**src/rtl/addsub_hex_pkg.sv**
```systemverilog
// Shared constants and the hex-to-seven-segment table for the add/subtract display block.
// Segment vectors are ordered {CA,CB,CC,CD,CE,CF,CG} and are active-low.
package addsub_hex_pkg;

  localparam logic MODE_ADD = 1'b0;
  localparam logic MODE_SUB = 1'b1;

  typedef logic [6:0] seg_t;

  localparam seg_t SEG_BLANK = 7'b1111111;

  function automatic seg_t hex_to_seg(input logic [3:0] nib);
    seg_t s;
    s = SEG_BLANK;
    case (nib)
      4'h0: s = 7'b0000001;
      4'h1: s = 7'b1001111;
      4'h2: s = 7'b0010010;
      4'h3: s = 7'b0000110;
      4'h4: s = 7'b1001100;
      4'h5: s = 7'b0100100;
      4'h6: s = 7'b0100000;
      4'h7: s = 7'b0001111;
      4'h8: s = 7'b0000000;
      4'h9: s = 7'b0000100;
      4'hA: s = 7'b0001000;
      4'hB: s = 7'b1100000;
      4'hC: s = 7'b0110001;
      4'hD: s = 7'b1000010;
      4'hE: s = 7'b0110000;
      4'hF: s = 7'b0111000;
      default: s = SEG_BLANK;
    endcase
    return s;
  endfunction

endpackage

```
**src/rtl/seg_scan_driver.sv**
```systemverilog
// Time-multiplexed seven-segment scanner: prescaler, digit index and registered anode/segment outputs.
// Slots at or beyond NDIG are blanked but keep their share of scan time.
module seg_scan_driver
  import addsub_hex_pkg::*;
#(
  parameter int DIGITS   = 8,
  parameter int SCAN_DIV = 100000,
  parameter int NDIG     = 3
) (
  input  logic                clk_i,
  input  logic                rst_i,
  input  logic [4*NDIG-1:0]   r_i,
  output logic [DIGITS-1:0]   an_o,
  output logic [6:0]          seg_o
);

  localparam int PW = (SCAN_DIV > 1) ? $clog2(SCAN_DIV) : 1;
  localparam int IW = (DIGITS > 1) ? $clog2(DIGITS) : 1;

  logic [PW-1:0]     presc_q, presc_d;
  logic [IW-1:0]     idx_q, idx_d;
  logic [DIGITS-1:0] an_q, an_d;
  seg_t              seg_q, seg_d;
  logic              tick;
  logic [3:0]        nib;

  always_comb begin
    tick    = (presc_q == PW'(SCAN_DIV - 1));
    presc_d = tick ? '0 : presc_q + 1'b1;
    idx_d   = idx_q;
    if (tick) begin
      idx_d = (idx_q == IW'(DIGITS - 1)) ? '0 : idx_q + 1'b1;
    end
    nib   = 4'(r_i >> {idx_q, 2'b00});
    an_d  = '1;
    seg_d = SEG_BLANK;
    // Outputs follow the current index, so a tick shows up on the display one clock later.
    if (int'(idx_q) < NDIG) begin
      an_d[idx_q] = 1'b0;
      seg_d       = hex_to_seg(nib);
    end
  end

  always_ff @(posedge clk_i or posedge rst_i) begin
    if (rst_i) begin
      presc_q <= '0;
      idx_q   <= '0;
      an_q    <= '1;
      seg_q   <= SEG_BLANK;
    end else begin
      presc_q <= presc_d;
      idx_q   <= idx_d;
      an_q    <= an_d;
      seg_q   <= seg_d;
    end
  end

  assign an_o  = an_q;
  assign seg_o = seg_q;

endmodule

```
**src/rtl/addsub_hex_scan.sv**
```systemverilog
// Board-level WIDTH-bit unsigned add/subtract of two switch operands, loaded on a BTNC rising edge.
// Result drives the LEDs directly and a multiplexed hex display through seg_scan_driver.
module addsub_hex_scan
  import addsub_hex_pkg::*;
#(
  parameter int WIDTH    = 8,
  parameter int DIGITS   = 8,
  parameter int SCAN_DIV = 100000
) (
  input  logic                 CLK100MHZ,
  input  logic                 RST,
  input  logic [2*WIDTH-1:0]   SW,
  input  logic                 MODE,
  input  logic                 BTNC,
  output logic [WIDTH:0]       LED,
  output logic                 CA,
  output logic                 CB,
  output logic                 CC,
  output logic                 CD,
  output logic                 CE,
  output logic                 CF,
  output logic                 CG,
  output logic                 DP,
  output logic [DIGITS-1:0]    AN
);

  localparam int NDIG = (WIDTH + 4) / 4;
  localparam int RW   = 4 * NDIG;

  logic             sync1_q, sync2_q, prev_q;
  logic             load;
  logic [WIDTH-1:0] op_a, op_b;
  logic [WIDTH:0]   sum, r_q, r_d;
  logic [WIDTH-1:0] diff;
  logic             borrow;
  logic [RW-1:0]    r_ext;
  seg_t             seg;

  always_ff @(posedge CLK100MHZ or posedge RST) begin
    if (RST) begin
      sync1_q <= 1'b0;
      sync2_q <= 1'b0;
      prev_q  <= 1'b0;
    end else begin
      sync1_q <= BTNC;
      sync2_q <= sync1_q;
      prev_q  <= sync2_q;
    end
  end

  assign load = sync2_q & ~prev_q;

  assign op_a   = SW[WIDTH-1:0];
  assign op_b   = SW[2*WIDTH-1:WIDTH];
  assign sum    = {1'b0, op_a} + {1'b0, op_b};
  assign diff   = op_a - op_b;
  assign borrow = (op_a < op_b);

  // Switches and MODE are sampled only on the load cycle; otherwise they are ignored.
  always_comb begin
    r_d = r_q;
    if (load) begin
      r_d = (MODE == MODE_SUB) ? {borrow, diff} : sum;
    end
  end

  always_ff @(posedge CLK100MHZ or posedge RST) begin
    if (RST) r_q <= '0;
    else     r_q <= r_d;
  end

  assign r_ext = RW'(r_q);

  seg_scan_driver #(
    .DIGITS   (DIGITS),
    .SCAN_DIV (SCAN_DIV),
    .NDIG     (NDIG)
  ) u_scan (
    .clk_i (CLK100MHZ),
    .rst_i (RST),
    .r_i   (r_ext),
    .an_o  (AN),
    .seg_o (seg)
  );

  assign {CA, CB, CC, CD, CE, CF, CG} = seg;
  assign DP  = 1'b1;
  assign LED = r_q;

endmodule

```
**config.mk**
```make
export PLATFORM = sky130hd
export DESIGN_NAME = addsub_hex_scan
export DESIGN_NICKNAME = d
export VERILOG_FILES = /design/src/rtl/addsub_hex_pkg.sv /design/src/rtl/seg_scan_driver.sv /design/src/rtl/addsub_hex_scan.sv
export SDC_FILE = /design/constraint.sdc
export NUM_CORES = 1
export LEC_CHECK = 0
export ABC_CLOCK_PERIOD_IN_PS = 2400
export BUFFER_PORTS_ARGS = -buffer_cell sky130_fd_sc_hd__buf_2
export CAP_MARGIN = 20
export CORE_MARGIN = 4
export CORE_UTILIZATION = 56
export CTS_CLUSTER_SIZE = 40
export DETAILED_ROUTE_END_ITERATION = 7
export GPL_TIMING_DRIVEN = 1
export PLACE_DENSITY = 0.79
export SLEW_MARGIN = 5
export SYNTH_ARGS = -nofsm -noshare
export SYNTH_HDL_FRONTEND = slang
export SYNTH_SLANG_ARGS = --single-unit
```
**constraint.sdc**
```tcl
create_clock -name CLK100MHZ -period 2.4 [get_ports CLK100MHZ]
set_input_delay 0.48 -clock CLK100MHZ [delete_from_list [all_inputs] [get_ports CLK100MHZ]]
set_output_delay 0.48 -clock CLK100MHZ [all_outputs]
set_load 0.005 [all_outputs]
```
# Yosys cells after proc, flatten, opt, wreduce, memory -nomap -nowiden
# Memory sizes are Yosys's and may differ from the RTL's.
# Cells that the tools add are included.
[word_totals] regBits=47 latchBits=0 ramBits=0 rom_bits=112 out_inout_bits=25 memories=1
[op_classes] n_addsub=4 mul=0 div_mod_pow=0 n_lt_le_gt_ge=4 n_eq_ne=2 shifts=1 n_mux=7 n_bitwise=3 reduce_logical=1
[mem_list] name="(name not given)" words=16 word_bits=7 rd=1 rd_ports_with_merged_regs=0 write_ports=0 line="addsub_hex_pkg.sv:15" text="case (nib)"
[op_table] op="$add A17 B1 Y17 const B" count=1
[op_table] op="$eq A17 B17 Y1 const B" count=1
[op_table] op="$mux W17" count=1
[op_table] op="$add A8 B8 Y9" count=1
[op_table] op="$mux W9" count=1
[op_table] op="$shr A9 B5 Y4" count=1
[op_table] op="$lt A8 B8 Y1" count=1
[op_table] op="$mux W8" count=1
[op_table] op="$not A8 Y8" count=1
[op_table] op="$sub A8 B8 Y8" count=1
[op_table] op="$mux W7" count=1
[op_table] op="$lt A3 B4 Y1 const B" count=1
[op_table] op="$add A3 B1 Y3 const B" count=1
[op_table] op="$demux W1 S3" count=1
[op_table] op="$eq A3 B3 Y1 const B" count=1
[op_table] op="$ge A3 B1 Y1 const B" count=1
[op_table] op="$lt A3 B2 Y1 const B" count=1
[op_table] op="$mux W3" count=1
[op_table] op="$and A1 B1 Y1" count=1
[op_table] op="$logic_and A1 B1 Y1" count=1
[op_table] op="$mux W1" count=1
[op_table] op="$not A1 Y1" count=1

# Depth between registers and ports, before layout
[logic_depth] ltp_word=6 depth_mapped=10 mapped_depth_nobuf=10

# By module
# A second synthesis with hierarchy kept.
[hier_totals] hier_cells=283 area_unflattened_um2=2811.4
[modules_own_cells] module="seg_scan_driver" instances=1 cells_per_inst=152 area_each_um2=1709.1 seq_area_each_um2=894.6
[modules_own_cells] module="addsub_hex_scan" instances=1 cells_per_inst=131 area_each_um2=1102.3 seq_area_each_um2=300.3

# Worst setup path before layout
# OpenSTA, ideal clock, no wires.
[synth_timing] kind="register -> register" from="register u_scan.idx_q[1]" to="register u_scan.seg_q[3], in the netlist u_scan.seg_o[3]" arrival_time_ns=1.968 slack_ns=0.344 stages_incl_launch_ff=10 n_path_buf=1 synth_period_minus_slack_ns=2.056 cell_sequence="dfrtp_1 buf_2 mux2i_1 o22a_1 nor2_2 inv_1 ha_1 inv_1 mux4_2 nand2b_1"
[synth_between] elab_chain_cells=3
[synth_lines] element="from (decl)" line="seg_scan_driver.sv:21" text="logic [IW-1:0] idx_q, idx_d;"
[synth_lines] element="from (signal assigned)" line="seg_scan_driver.sv:52" text="idx_q <= idx_d;"
[synth_lines] element="$shr A9 B5 Y4" line="seg_scan_driver.sv:34" text="nib = 4'(r_i >> {idx_q, 2'b00});"
[synth_lines] element="$mem_v2 Z16 W7"
[synth_lines] element="$mux W7 (*)" line="seg_scan_driver.sv:38" text="if (int'(idx_q) < NDIG) begin"
[synth_lines] element="via u_scan.seg_d[3]" line="seg_scan_driver.sv:23" text="seg_t seg_q, seg_d;"
[synth_lines] element="to (signal assigned)" line="seg_scan_driver.sv:54" text="seg_q <= seg_d;"
[synth_lines] element="to (decl)" line="seg_scan_driver.sv:23"
# Mark *: on every way through the listed nets, which the timed path passes. The rest lies on a longest branch.
# A chain may end at the register's enable or synchronous reset.

# Final worst setup path
# Same ends and word-level chain as after synthesis.

==> impl_metrics.toml <==
[timing]
timing_max_transition_violations_final = 0
hold_violations = 0
fin_crit_sh_pct = 86.5
fin_ws_ns = 0.323
setup_viol = 0
whs_ns = 0.276
tightest_slew_ns = 0.557
max_slew_margin_pct = 62.8
fmax_mhz = 481
fin_worst_skew_ns = 0.0106
rsz0062_at_grt = "no"
final.min_clock_period_ns = 2.08
tns_ns = 0

[placement]
pre_cts_ws_ns = 0.134
place_congestion = 0.928
dp_hpwl_mm = 3.62
placed_cells = 379
io_buffers = 43

[critical_path]
path_class = "reg2reg"
cp_max_fo = 8
critPathRequiredTime_ns = 2.62
crit_arrival_ns = 2.29
rr_worst_depth = 8
cp_cell_sequence = "buf_4, o22a_1, nor2_2, inv_1, ha_1, inv_1, mux4_2, nand2b_1"
cpMostUsedCell = "inv_1"
startpoint_type = "flop"
r2r_slack_ns = 0.32
critPathMaxStageDelay_ns = 0.43
worstSetupEndpointType = "flop"
r2r_end = "u_scan.seg_o[3]"
crit_slowest_cell = "mux4_2"
r2r_start = "u_scan.idx_q[1]"

[global_route]
track_usage_pct = 17.5
grt_pass1_wl_mm = 8.70
antenna_found_initial = 0
grt_overflow = 0
grt_max_degree = 48
first_global_vias = 1976

[power]
p_leak_nw = 1.52
pwr-share-seq_pct = 47.6
netSwitchingFraction_pct = 27.7
netSwitchingPower_w = 0.000544
power.share.combinational_pct = 22.7
internal_power_w = 0.00142
p_clk_share_pct = 29.7
power_density_mw_per_mm2 = 618
ir_drop_uv = 299

[logic_synthesis]
synth_area_mm2 = 0.00277
synth-async-reset-ratio_pct = 100
avgSynthCellArea_um2 = 10.4
synth_edf_count = 0
postSynthCellCount = 267
yosys_warnings = 0
synthDistinctLibCells = 54
yosys_most_used_dff = "dfrtp_1"
synth_seq_cells = 47
yosysSeqAreaShare_pct = 43.1

[cells_and_area]
area_delta_synth_final_pct = 14.4
register_area_mm2 = 0.00119
multi_input_area_mm2 = 0.00144
fillers = 383
layout-drive-gt1-share_pct = 27.2
diodes = 0
fin_cells = 387
fin_nets = 365

[drt]
wl_met1_mm = 2.20
drtIter0Drc = 84
via_count = 1978
drc = 0
routed.top_layer = "met4"
ant_nets = 0
vias_per_cell = 5.11
wl_mm = 4.84
route.met3.wl_um = 252
wl_per_cell_um = 12.5
route.met2.wl_mm = 2.32
drtPass1Iterations = 4

[worst_hold_path]
min_path_cells = 1
hold_end = "sync1_q"
min-delay-start = "BTNC"
hp-class = "in2reg"

[die]
die_h_um = 78.4
die_w_um = 78.4
ioPinCount = 45
row_count = 25
coreArea_mm2 = 0.00475
initial_utilization_pct = 58.3
die_area_mm2 = 0.00614

[clock_network]
numCtsBuffers = 5
worstSkewPairLatency_ns = 0.30
cts_tree = "yes"
cts_root_buf = "clkbuf_8"
cts_setup_buffers = 0
cts_hold_buf = 0
path_clk_slew_ns = 0.09
cts-resized-gates = 0
clk_path_buf_depth = 2
cts_max_level = 2
clock_sinks = 47

[outcome]
status = "complete, no violations"

[job]
max_cap_violations = 0
## power by group through the flow
stage	Clock, W	Sequential [W]	Combinational, W
final	0.000582	0.000934	0.000446
after CTS	0.000598	0.000935	0.000451
after global routing	0.000631	0.000943	0.000511
after global placement	0	0.000949	0.000438
after floorplan	0	0.000953	0.000295
after detailed placement	0	0.000950	0.000449
## cell usage in the layout (no fill, tap or decap), types with 2 or more instances in the layout
| cell type | netlist | final |
|---|---|---|
| a211oi_1 | 4 | 4 |
| a21oi_1 | 11 | 11 |
| and3_1 | 3 | 3 |
| buf_2 | 2 | 43 |
| buf_4 | 3 | 5 |
| clkbuf_8 | 2 | 5 |
| conb_1 | 1 | 6 |
| dfrtp_1 | 32 | 32 |
| dfstp_2 | 15 | 15 |
| fa_1 | 2 | 2 |
| ha_1 | 24 | 24 |
| inv_1 | 23 | 22 |
| mux2_2 | 3 | 3 |
| mux2i_1 | 8 | 8 |
| nand2_1 | 23 | 23 |
| nand2b_1 | 2 | 2 |
| nand3_1 | 9 | 9 |
| nand4_1 | 3 | 3 |
| nor2_1 | 16 | 16 |
| nor2_2 | 3 | 3 |
| nor2b_1 | 3 | 3 |
| nor3_1 | 6 | 6 |
| nor4bb_1 | 2 | 2 |
| o211ai_1 | 3 | 3 |
| o21ai_0 | 10 | 10 |
| o21ai_1 | 3 | 3 |
| o221ai_1 | 2 | 2 |
| o311ai_0 | 2 | 2 |
| or3_1 | 5 | 5 |
| xnor2_1 | 11 | 11 |
| xor2_1 | 8 | 8 |
## flip-flops by register name, indices dropped and copies added (netlist names)
name,cells
LED,9
prev_q,1
sync1_q,1
sync2_q,1
u_scan.an_o,8
u_scan.idx_q,3
u_scan.presc_q,17
u_scan.seg_o,7
## synthesized netlist by cell type, drive strengths merged, types with 8 or more instances
master | instances | share of area [%]
xnor2 | 11 | 3.5
dfrtp | 32 | 29
dfstp | 15 | 14
o21ai | 13 | 2.3
mux2i | 8 | 2.9
xor2 | 8 | 2.5
ha | 24 | 11
nand2 | 24 | 3.5
inv | 23 | 3.1
nand3 | 9 | 1.6
a21oi | 12 | 2.3
nor2 | 19 | 2.8
## logic make-up (layout without fill, tap and decap cells)
group           after synthesis  in the layout  synth area share [%]
xor+xnor                     19             19                  6.00
fa+ha+maj                    26             26                  12.3
compound gates               47             47                  12.0
simple gates                 83             83                  15.4
mux                          13             13                  5.46
buf+inv                      31             79                  5.68
flops                        47             47                  43.1
other cells                   1              6                 0.135
## critical path: cells and delay by family (launching register included)
kind	cells	cell delay [ns]
adders and majority gates	1	0.30
buffers and inverters	3	0.34
DFF	1	0.40
muxes	1	0.43
AOI/OAI and AO/OA	1	0.17
and+or+nand+nor	2	0.37
## metal layers
layer	vias to the layer above	GRT usage [%]
li1	1014	-
met1	909	22.6
met2	49	29.5
met3	6	3.78
met4	0	5.59
met5	-	0
## layout make-up
type | instances | area share, %
flip-flops and latches | 47 | 37.7
inverters | 23 | 2.72
repair buffers | 48 | 7.97
clock buffers | 5 | 2.17
multi-input cells | 194 | 45.4
clock inverters | 3 | 1.46
well taps | 67 | 2.64
## how the worst max path moves through the flow
stage,start,end,cells after the start
finish,u_scan.idx_q[1],u_scan.seg_o[3],8
global route,LED[8],u_scan.seg_o[3],8
CTS,u_scan.idx_q[1],u_scan.seg_o[3],8
detailed placement,SW[0],LED[8],9
global placement,SW[0],LED[8],9
floorplan,u_scan.idx_q[1],u_scan.seg_o[3],9
## per-stage QoR
stage               instance area (µm²)  util [%]  power (W)
floorplan                          2790         -    0.00125
global placement                   3060      64.3    0.00139
detailed placement                 3060      64.3    0.00140
CTS                                3170      66.7    0.00198
global route                       3170      66.7    0.00209
finish                             3170      66.7    0.00196
Note: power is estimated with default switching activity, not from simulation.
